--- src/rtl/dda_ray_tracer.sv ---
// dda_ray_tracer: start/done driven DDA grid walker for the raycaster.
//
// A trace is requested with i_start while o_busy is low. The player position,
// ray direction and per-axis step distances are latched. The tracer then
// walks the map one cell per two cycles (STEP moves, TEST reads i_map_val).
// It stops on a non-zero cell, at the map border, or when MAX_STEPS cells
// have been tested. It reports the hit flag, the side, the wall id and the
// saturated perpendicular distance.
//
// Ports:
//   clk, reset                  clock, asynchronous active-high reset
//   i_start                     trace request (ignored while o_busy)
//   i_playerX/Y                 signed Q(QM.QN) player position
//   i_rayDirX/Y                 signed Q(QM.QN) ray direction
//   i_stepDistX/Y               unsigned |1/rayDir|, saturated for zero dir
//   o_map_col/o_map_row         cell currently under test
//   i_map_val                   combinational map read of that cell
//   o_busy                      trace in progress
//   o_done                      one-cycle pulse; results held until next start
//   o_hit, o_side, o_wall_id    result flags / id
//   o_vdist                     Q(VD_INT.VD_FRAC) distance, all-ones on no hit
//   o_tex                       texture column
//
// Optional feature macro: DDA_TRACER_TEX_EN adds a TEX state (one extra cycle)
// and computes o_tex. Without it, o_tex is constant 0 and no multiplier is
// built for it.
module dda_ray_tracer #(
    parameter int QM        = 12,
    parameter int QN        = 12,
    parameter int MAP_BITS  = 4,
    parameter int MAP_VAL_W = 2,
    parameter int MAX_STEPS = 64,
    parameter int VD_INT    = 7,
    parameter int VD_FRAC   = 9,
    parameter int TEX_BITS  = 6
) (
    input  logic                        clk,
    input  logic                        reset,
    input  logic                        i_start,
    input  logic signed [QM+QN-1:0]     i_playerX,
    input  logic signed [QM+QN-1:0]     i_playerY,
    input  logic signed [QM+QN-1:0]     i_rayDirX,
    input  logic signed [QM+QN-1:0]     i_rayDirY,
    input  logic [QM+QN-1:0]            i_stepDistX,
    input  logic [QM+QN-1:0]            i_stepDistY,
    output logic [MAP_BITS-1:0]         o_map_col,
    output logic [MAP_BITS-1:0]         o_map_row,
    input  logic [MAP_VAL_W-1:0]        i_map_val,
    output logic                        o_busy,
    output logic                        o_done,
    output logic                        o_hit,
    output logic                        o_side,
    output logic [MAP_VAL_W-1:0]        o_wall_id,
    output logic [VD_INT+VD_FRAC-1:0]   o_vdist,
    output logic [TEX_BITS-1:0]         o_tex
);
    localparam int W = QM + QN;
    localparam int VW = VD_INT + VD_FRAC;
    localparam logic [MAP_BITS-1:0] MAP_MAX = '1;
    localparam logic [W-1:0] TD_SAT = '1;

    typedef enum logic [2:0] {S_IDLE, S_PREP, S_STEP, S_TEST, S_TEX, S_DONE} state_t;
    state_t state_reg, state_next;

    logic signed [W-1:0] px_reg, py_reg, dx_reg, dy_reg;
    logic [W-1:0]        sx_reg, sy_reg, tdx_reg, tdy_reg;
    logic [MAP_BITS-1:0] mx_reg, my_reg;
    logic [7:0]          steps_reg;
    logic                side_reg;

    // Zero direction counts as decreasing.
    logic rxi, ryi;
    assign rxi = !dx_reg[W-1] && (dx_reg != '0);
    assign ryi = !dy_reg[W-1] && (dy_reg != '0);

    // Initial distance to the first gridline on each axis.
    logic [QN:0]  part_x, part_y;
    logic [W+QN:0] prod_x, prod_y;
    assign part_x = rxi ? ({1'b1, {QN{1'b0}}} - {1'b0, px_reg[QN-1:0]}) : {1'b0, px_reg[QN-1:0]};
    assign part_y = ryi ? ({1'b1, {QN{1'b0}}} - {1'b0, py_reg[QN-1:0]}) : {1'b0, py_reg[QN-1:0]};
    assign prod_x = {{(QN+1){1'b0}}, sx_reg} * {{W{1'b0}}, part_x};
    assign prod_y = {{(QN+1){1'b0}}, sy_reg} * {{W{1'b0}}, part_y};

    // Step choice; a tie steps Y. Track accumulation saturates instead of wrapping.
    logic          need_x, edge_x, edge_y, edge_hit;
    logic [W:0]    sum_x, sum_y;
    logic [W-1:0]  tdx_sat, tdy_sat;
    assign need_x   = tdx_reg < tdy_reg;
    assign edge_x   = rxi ? (mx_reg == MAP_MAX) : (mx_reg == '0);
    assign edge_y   = ryi ? (my_reg == MAP_MAX) : (my_reg == '0);
    assign edge_hit = need_x ? edge_x : edge_y;
    assign sum_x    = {1'b0, tdx_reg} + {1'b0, sx_reg};
    assign sum_y    = {1'b0, tdy_reg} + {1'b0, sy_reg};
    assign tdx_sat  = sum_x[W] ? TD_SAT : sum_x[W-1:0];
    assign tdy_sat  = sum_y[W] ? TD_SAT : sum_y[W-1:0];

    // Perpendicular distance: track distance before the last step.
    logic [W-1:0]  vd;
    logic [VW-1:0] vd_sat;
    assign vd     = side_reg ? (tdy_reg - sy_reg) : (tdx_reg - sx_reg);
    assign vd_sat = (|vd[W-1:QN+VD_INT]) ? '1 : vd[QN+VD_INT-1:QN-VD_FRAC];

    logic                 fin_hit, side_now, enter_done;
    logic [MAP_VAL_W-1:0] fin_wall;

`ifdef DDA_TRACER_TEX_EN
    logic                 hit_reg;
    logic [MAP_VAL_W-1:0] wall_reg;
`endif

    always_ff @(posedge clk or posedge reset) begin
        if (reset) state_reg <= S_IDLE;
        else       state_reg <= state_next;
    end

    always_comb begin
        state_next = state_reg;
        fin_hit    = 1'b0;
        fin_wall   = '0;
        case (state_reg)
            S_IDLE: if (i_start) state_next = S_PREP;
            S_PREP: state_next = S_STEP;
            S_STEP: state_next = edge_hit ? S_DONE : S_TEST;
            S_TEST: begin
                if (i_map_val != '0) begin
                    fin_hit  = 1'b1;
                    fin_wall = i_map_val;
                end
                if (i_map_val != '0 || steps_reg == 8'(MAX_STEPS)) begin
`ifdef DDA_TRACER_TEX_EN
                    state_next = S_TEX;
`else
                    state_next = S_DONE;
`endif
                end else begin
                    state_next = S_STEP;
                end
            end
            S_TEX: begin
`ifdef DDA_TRACER_TEX_EN
                fin_hit  = hit_reg;
                fin_wall = wall_reg;
`endif
                state_next = S_DONE;
            end
            S_DONE: state_next = i_start ? S_PREP : S_IDLE;
            default: state_next = S_IDLE;
        endcase
    end

    assign enter_done = (state_next == S_DONE) && (state_reg != S_DONE);
    assign side_now   = (state_reg == S_STEP) ? ~need_x : side_reg;
    assign o_busy     = (state_reg != S_IDLE) && (state_reg != S_DONE);
    assign o_map_col  = mx_reg;
    assign o_map_row  = my_reg;

    always_ff @(posedge clk or posedge reset) begin
        if (reset) begin
            px_reg    <= '0;
            py_reg    <= '0;
            dx_reg    <= '0;
            dy_reg    <= '0;
            sx_reg    <= '0;
            sy_reg    <= '0;
            tdx_reg   <= '0;
            tdy_reg   <= '0;
            mx_reg    <= '0;
            my_reg    <= '0;
            steps_reg <= '0;
            side_reg  <= 1'b0;
        end else begin
            case (state_reg)
                S_IDLE, S_DONE: begin
                    if (i_start) begin
                        px_reg <= i_playerX;
                        py_reg <= i_playerY;
                        dx_reg <= i_rayDirX;
                        dy_reg <= i_rayDirY;
                        sx_reg <= i_stepDistX;
                        sy_reg <= i_stepDistY;
                    end
                end
                S_PREP: begin
                    mx_reg    <= px_reg[QN+MAP_BITS-1:QN];
                    my_reg    <= py_reg[QN+MAP_BITS-1:QN];
                    tdx_reg   <= prod_x[W+QN-1:QN];
                    tdy_reg   <= prod_y[W+QN-1:QN];
                    steps_reg <= '0;
                end
                S_STEP: begin
                    side_reg  <= ~need_x;
                    steps_reg <= steps_reg + 8'd1;
                    if (need_x && !edge_x) begin
                        mx_reg  <= rxi ? mx_reg + 1'b1 : mx_reg - 1'b1;
                        tdx_reg <= tdx_sat;
                    end else if (!need_x && !edge_y) begin
                        my_reg  <= ryi ? my_reg + 1'b1 : my_reg - 1'b1;
                        tdy_reg <= tdy_sat;
                    end
                end
                default: ;
            endcase
        end
    end

    always_ff @(posedge clk or posedge reset) begin
        if (reset) begin
            o_done    <= 1'b0;
            o_hit     <= 1'b0;
            o_side    <= 1'b0;
            o_wall_id <= '0;
            o_vdist   <= '0;
        end else begin
            o_done <= enter_done;
            if (enter_done) begin
                o_hit     <= fin_hit;
                o_side    <= side_now;
                o_wall_id <= fin_wall;
                o_vdist   <= fin_hit ? vd_sat : '1;
            end
        end
    end

`ifdef DDA_TRACER_TEX_EN
    // Wall hit coordinate along the face: the other axis' position plus
    // vd times that axis' direction, keeping the middle W bits of the product.
    logic signed [2*W:0] tex_prod;
    logic [W-1:0]        wall_part;
    logic signed [W-1:0] tex_dir, tex_pos;
    assign tex_dir   = side_reg ? dx_reg : dy_reg;
    assign tex_pos   = side_reg ? px_reg : py_reg;
    assign tex_prod  = $signed({{W{1'b0}}, vd}) * $signed({{(W+1){tex_dir[W-1]}}, tex_dir});
    assign wall_part = tex_pos + tex_prod[W+QN-1:QN];

    always_ff @(posedge clk or posedge reset) begin
        if (reset) begin
            hit_reg  <= 1'b0;
            wall_reg <= '0;
            o_tex    <= '0;
        end else begin
            if (state_reg == S_TEST) begin
                hit_reg  <= fin_hit;
                wall_reg <= fin_wall;
            end
            if (enter_done) o_tex <= fin_hit ? wall_part[QN-1:QN-TEX_BITS] : '0;
        end
    end

    logic unused_tex;
    assign unused_tex = ^{tex_prod, wall_part};
`else
    assign o_tex = '0;
`endif

    logic unused_bits;
    assign unused_bits = ^{px_reg, py_reg, prod_x, prod_y, vd};

endmodule

--- config.mk ---
export PLATFORM = sky130hd
export DESIGN_NAME = dda_ray_tracer
export DESIGN_NICKNAME = d
export VERILOG_FILES = /design/src/rtl/dda_ray_tracer.sv
export SDC_FILE = /design/constraint.sdc
export NUM_CORES = 2
export LEC_CHECK = 0
export CAP_MARGIN = 15
export CORE_UTILIZATION = 34
export CTS_CLUSTER_SIZE = 14
export DETAILED_ROUTE_END_ITERATION = 8
export GPL_TIMING_DRIVEN = 0
export PLACE_DENSITY_LB_ADDON = 0.25
export SYNTH_ARGS = -nofsm -noshare
export SYNTH_HDL_FRONTEND = slang
export SYNTH_SLANG_ARGS = --single-unit
--- constraint.sdc ---
create_clock -name clk -period 8.3 [get_ports clk]
set_input_delay 1.245 -clock clk [delete_from_list [all_inputs] [get_ports clk]]
set_output_delay 1.245 -clock clk [all_outputs]
set_load 0.02 [all_outputs]
== Yosys cells after proc, flatten, opt, wreduce, memory -nomap -nowiden ==
Cells that the tools add are included.
Storage, ports and cells
  register bits after elaboration: 217
  input port bits: 149
  output and inout port bits: 36
  word-level logic and storage cells: 104
Operators by class
  add/subtract/negate cells: 11
  $mul: 2
  magnitude comparators: 1
  equality and inequality tests: 13
  multiplexer cells: 33
  bitwise operators: 1
  reduce and logical (&&, ||, !) cells: 25
Operators with widths (number)
  24-bit 2-to-1 mux: 6
  24-bit case mux with 2 select lines: 2
  24-bit by 13-bit multiplier with 36-bit output: 2
  24-bit by 24-bit adder with 25-bit output: 2
  24-bit nonzero test: 2
  24-bit subtractor: 2
  16-bit 2-to-1 mux: 2
  13-bit 2-to-1 mux: 2
  13-bit by 12-bit subtractor with 13-bit output (first input constant): 2
  24-bit less-than comparator: 1
  4-bit 2-to-1 mux: 5
  3-bit case mux with 6 select lines: 1
  4-bit case mux with 2 select lines: 2
  8-bit case mux with 2 select lines: 1
  3-bit == test (second input constant): 3
  3-bit 2-to-1 mux: 3
  4-bit by 1-bit adder with 4-bit output (second input constant): 2
  8-bit by 1-bit adder with 8-bit output (second input constant): 1
  4-bit == test (second input constant): 2
  8-bit by 7-bit == test with 1-bit output (second input constant): 1
  4-bit zero test: 2
  4-bit by 1-bit subtractor with 4-bit output (second input constant): 2
  1-bit 2-to-1 mux: 7
  3-bit by 2-bit == test with 1-bit output (second input constant): 2
  other kinds (16): 29

== Depth between registers and ports, before layout ==
  word-level depth: 8
  mapped depth: 32
  mapped depth without buffers: 30

== Least setup slack after synthesis ==
OpenSTA, ideal clock, no wires.
  path type: reg2reg
  from: register dy_reg[11]
  to: register tdy_reg[22]
  library setup time: 0.137 ns
  arrival: 7.253 ns
  required time: 8.163 ns
  slack: 0.910 ns
  cell stages (with the launch flop): 30
  path buffers: 2
  clock period less this slack: 7.390 ns
  path through: dfrtp_1 > or4_1 > nor4_2 > a41oi_1 > clkbuf_1 > nand2_1 > xor2_1 > clkbuf_1 > nor2_1 > fa_1 > inv_1 > fa_1 > inv_1 > fa_1 > inv_1 > fa_1 > fa_1 > inv_1 > ha_1 > a21oi_1 > o21ai_0 > a21o_1 > a211oi_1 > nor2_1 > o41a_1 > a311o_1 > a21o_4 > a31oi_4 > xor2_1 > a21oi_1
Between the ends
  longest elaborated chain between the ends: 7
  elaborated cells on any way between the ends: 10
  those cells by class: mul: 1; eq/ne: 1; mux: 3; reduce/logical: 5
RTL lines
  start: declaration: RTL line 65  | logic signed [W-1:0] px_reg, py_reg, dx_reg, dy_reg;
  start signal: assignment: RTL line 178  | dy_reg <= i_rayDirY;
  24-bit nonzero test (*): RTL line 74  | assign ryi = !dy_reg[W-1] && (dy_reg != '0);
  1-bit logical AND (*): RTL line 74
  branches (longest 5 deep; another with 24-bit by 13-bit multiplier with 36-bit output)
  end signal: assignment: RTL line 187  | tdy_reg <= prod_y[W+QN-1:QN];
  end signal: assignment: RTL line 198  | tdy_reg <= tdy_sat;
  end: declaration: RTL line 66  | logic [W-1:0] sx_reg, sy_reg, tdx_reg, tdy_reg;
Every way passes the cells marked *.
A chain may end at the register's enable or synchronous reset.

== Worst setup path in the final report ==
Same ends and word-level chain as after synthesis.

==> impl_metrics.env <==
export IMPL_final_antenna_net_count=0
export IMPL_drive_gt1_share_pct=6.83
export IMPL_critPathBufInv=5
export IMPL_place_gp_congestion=0.920
export IMPL_synth_edf_count=0
export IMPL_slew_violations=0
export IMPL_fin_crit_ps=7970
export IMPL_vias_per_cell=5.05
export IMPL_whs_path_depth=1
export IMPL_die_h_um=311
export IMPL_grtUsageTotal_pct=21.6
export IMPL_antenna_found_initial=3
export IMPL_hp_start="steps_reg[7]$_DFFE_PP0P_"
export IMPL_cts_tree="yes"
export IMPL_nFillCells=9619
export IMPL_synthCells=3749
export IMPL_wirelength_mm=104
export IMPL_worst_r2r_endpoint="tdy_reg[22]$_DFFE_PP0P_"
export IMPL_clock_skew_ps=22.3
export IMPL_clkTransAtPathRegs_ps=70
export IMPL_hold_viol=0
export IMPL_worstSetupPathType="reg2reg"
export IMPL_ys_ff_latch=217
export IMPL_post_dp_hpwl_mm=85.7
export IMPL_layout_nets=4883
export IMPL_seq_area_frac_synth_pct=16.7
export IMPL_status="completed"
export IMPL_tightest_slew_ps=1230
export IMPL_core_um2=94900
export IMPL_synth_distinct_cells=78
export IMPL_finalSetupViolations=0
export IMPL_clkLatencyLatePin_ps=600
export IMPL_cts_buffers=28
export IMPL_area_delta_synth_final_pct=14.9
export IMPL_critPathTopFamily="adder cells"
export IMPL_start_util_pct=34.3
export IMPL_antenna_cells=0
export IMPL_wl_per_cell_um=19.7
export IMPL_max_slew_margin_rel_pct=17.8
export IMPL_grt_max_degree=121
export IMPL_clockBufferDepth=3
export IMPL_portBuffers=162
export IMPL_arrival_ps=8410
export IMPL_yosys_warnings=0
export IMPL_setup_slack_ps=326
export IMPL_vias=26550
export IMPL_synth_area_per_cell_um2=8.68
export IMPL_clkSinkCount=217
export IMPL_die_w_um=311
export IMPL_rsz0062_at_grt="false"
export IMPL_rows=113
export IMPL_first_pass_iters=7
export IMPL_syn_area_um2=32600
export IMPL_end_kind="flip-flop"
export IMPL_cp_start_kind="flip-flop"
export IMPL_whs_endpoint="steps_reg[7]$_DFFE_PP0P_"
export IMPL_drc=0
export IMPL_io_pins=185
export IMPL_layout_commonest_cell="inv_1"
export IMPL_required_ps=8740
export IMPL_synthArstFlopShare_pct=100
export IMPL_drt_iter0_drc=1777
export IMPL_grt_overflow=0
export IMPL_period_share_pct=96.1
export IMPL_max_stage_delay_ps=590
export IMPL_die_area_um2=97000
export IMPL_synth_ff_type="dfrtp_1"
export IMPL_root_buffer="clkbuf_16"
export IMPL_crit_fanout=10
export IMPL_critical_path_slowest_cell="or4_1"
export IMPL_reg2reg_from="dy_reg[11]$_DFFE_PP0P_"
export IMPL_cts_max_level=1
export IMPL_r2r_slack_ps=330
export IMPL_rr_worst_depth=26
export IMPL_drv_cap=0
export IMPL_mostFrequentLayoutCells="696 x inv_1, 510 x nand2_1, 484 x fa_1"
export IMPL_grt_pass1_wl_mm=161
export IMPL_hold_class="reg2reg"
export IMPL_pre_cts_ws_ps=-2160
export IMPL_path_common_cell="fa_1"
export IMPL_grt_pass1_vias=26876
export IMPL_fmaxAchievable_mhz=125
cell usage after synthesis, types with 13 or more instances:
cell type  count  share of area [%]
a21oi_1      153                2.4
and2_1        94                1.8
mux2_2        84                2.9
dfrtp_1      217                 17
a31oi_1       13               0.25
inv_1        699                8.1
nand3_1       45               0.69
fa_1         484                 30
nor2b_1       18               0.35
o31ai_1       18               0.42
clkbuf_1     165                1.9
nand2_1      511                5.9
xnor2_1       91                2.4
nand4_1       21               0.40
nand2b_1      29               0.56
o22a_1        14               0.38
o22ai_1       24               0.46
nor4_1        22               0.42
nor2_1       280                3.2
o21ai_0      144                2.2
a211oi_1      15               0.35
o21bai_1      18               0.42
a21o_1        48                1.1
nor3_1        41               0.63
xor2_1        51                1.4
ha_1         275                 11
worst max path at each step:
| stage | start | to | slack [ps] | cells after the start |
|---|---|---|---|---|
| 6_report | dy_reg[11]$_DFFE_PP0P_ | tdy_reg[22]$_DFFE_PP0P_ | 330 | 26 |
| 5_1_grt | dy_reg[11]$_DFFE_PP0P_ | tdy_reg[22]$_DFFE_PP0P_ | 2 | 29 |
| 4_1_cts | dx_reg[17]$_DFFE_PP0P_ | tdx_reg[23]$_DFFE_PP0P_ | -30 | 30 |
| 3_5_place_dp | dx_reg[17]$_DFFE_PP0P_ | tdx_reg[23]$_DFFE_PP0P_ | -2160 | 30 |
| 3_3_place_gp | dx_reg[3]$_DFFE_PP0P_ | tdx_reg[23]$_DFFE_PP0P_ | -2600 | 31 |
| 2_1_floorplan | dy_reg[11]$_DFFE_PP0P_ | tdy_reg[22]$_DFFE_PP0P_ | 910 | 29 |
stage by stage:
stage                     util, %  setup TNS, ps  instance area, um2  hold WS (ps)  std cells
after detailed placement     37.9         -41350               35900           476       5188
after floorplan                 -              0               32600           449       3754
final                        39.4              0               37400           487       5262
after global placement       37.7        -622110               35800           466       5181
after global routing         39.4              0               37400           514       5262
after CTS                    39.1          -34.2               37100           486       5245
repair_timing:
item	in CTS	in global routing
cloned	0	0
pin swaps	3	14
setup buffers	6	19
hold buffers	0	0
gates resized for setup	54	63
setup endpoints to repair	42	29
area by class of cell:
class / count / area [um2] / share of cell area, %
clock buffers: 35 / 758 / 2.03
multi-input cells: 2657 / 24200 / 64.6
plain buffers: 174 / 752 / 2.01
well taps: 1265 / 1580 / 4.23
inverters: 702 / 2650 / 7.08
flip-flops and latches: 217 / 5430 / 14.5
repair buffers: 195 / 1900 / 5.08
clock inverters: 17 / 185 / 0.495
per-layer routing:
| layer | part of all wire [%] | global-route usage, % |
|---|---|---|
| met4 | 2.6 | 5.46 |
| met3 | 6.4 | 2.72 |
| met2 | 44 | 33.7 |
| met1 | 47 | 31.6 |
| met5 | 0.011 | 0 |
kinds of logic (layout without fill, tap and decap cells):
logic type / count (synthesis) / after routing / synth area share (%)
other: 1 / 6 / 0.0115
adder cells (fa/ha/maj): 759 / 759 / 40.3
multiplexers: 90 / 90 / 3.10
flip-flops: 217 / 217 / 16.7
XOR/XNOR: 142 / 142 / 3.82
AND/OR/NAND/NOR: 1111 / 1111 / 15.1
buffers and inverters: 880 / 1123 / 10.2
AO/OA/AOI/OAI: 549 / 549 / 10.7
Power is left out: the tool's default activity adds up to more than one toggle a clock period on the data nets, which glitch-free logic cannot reach.
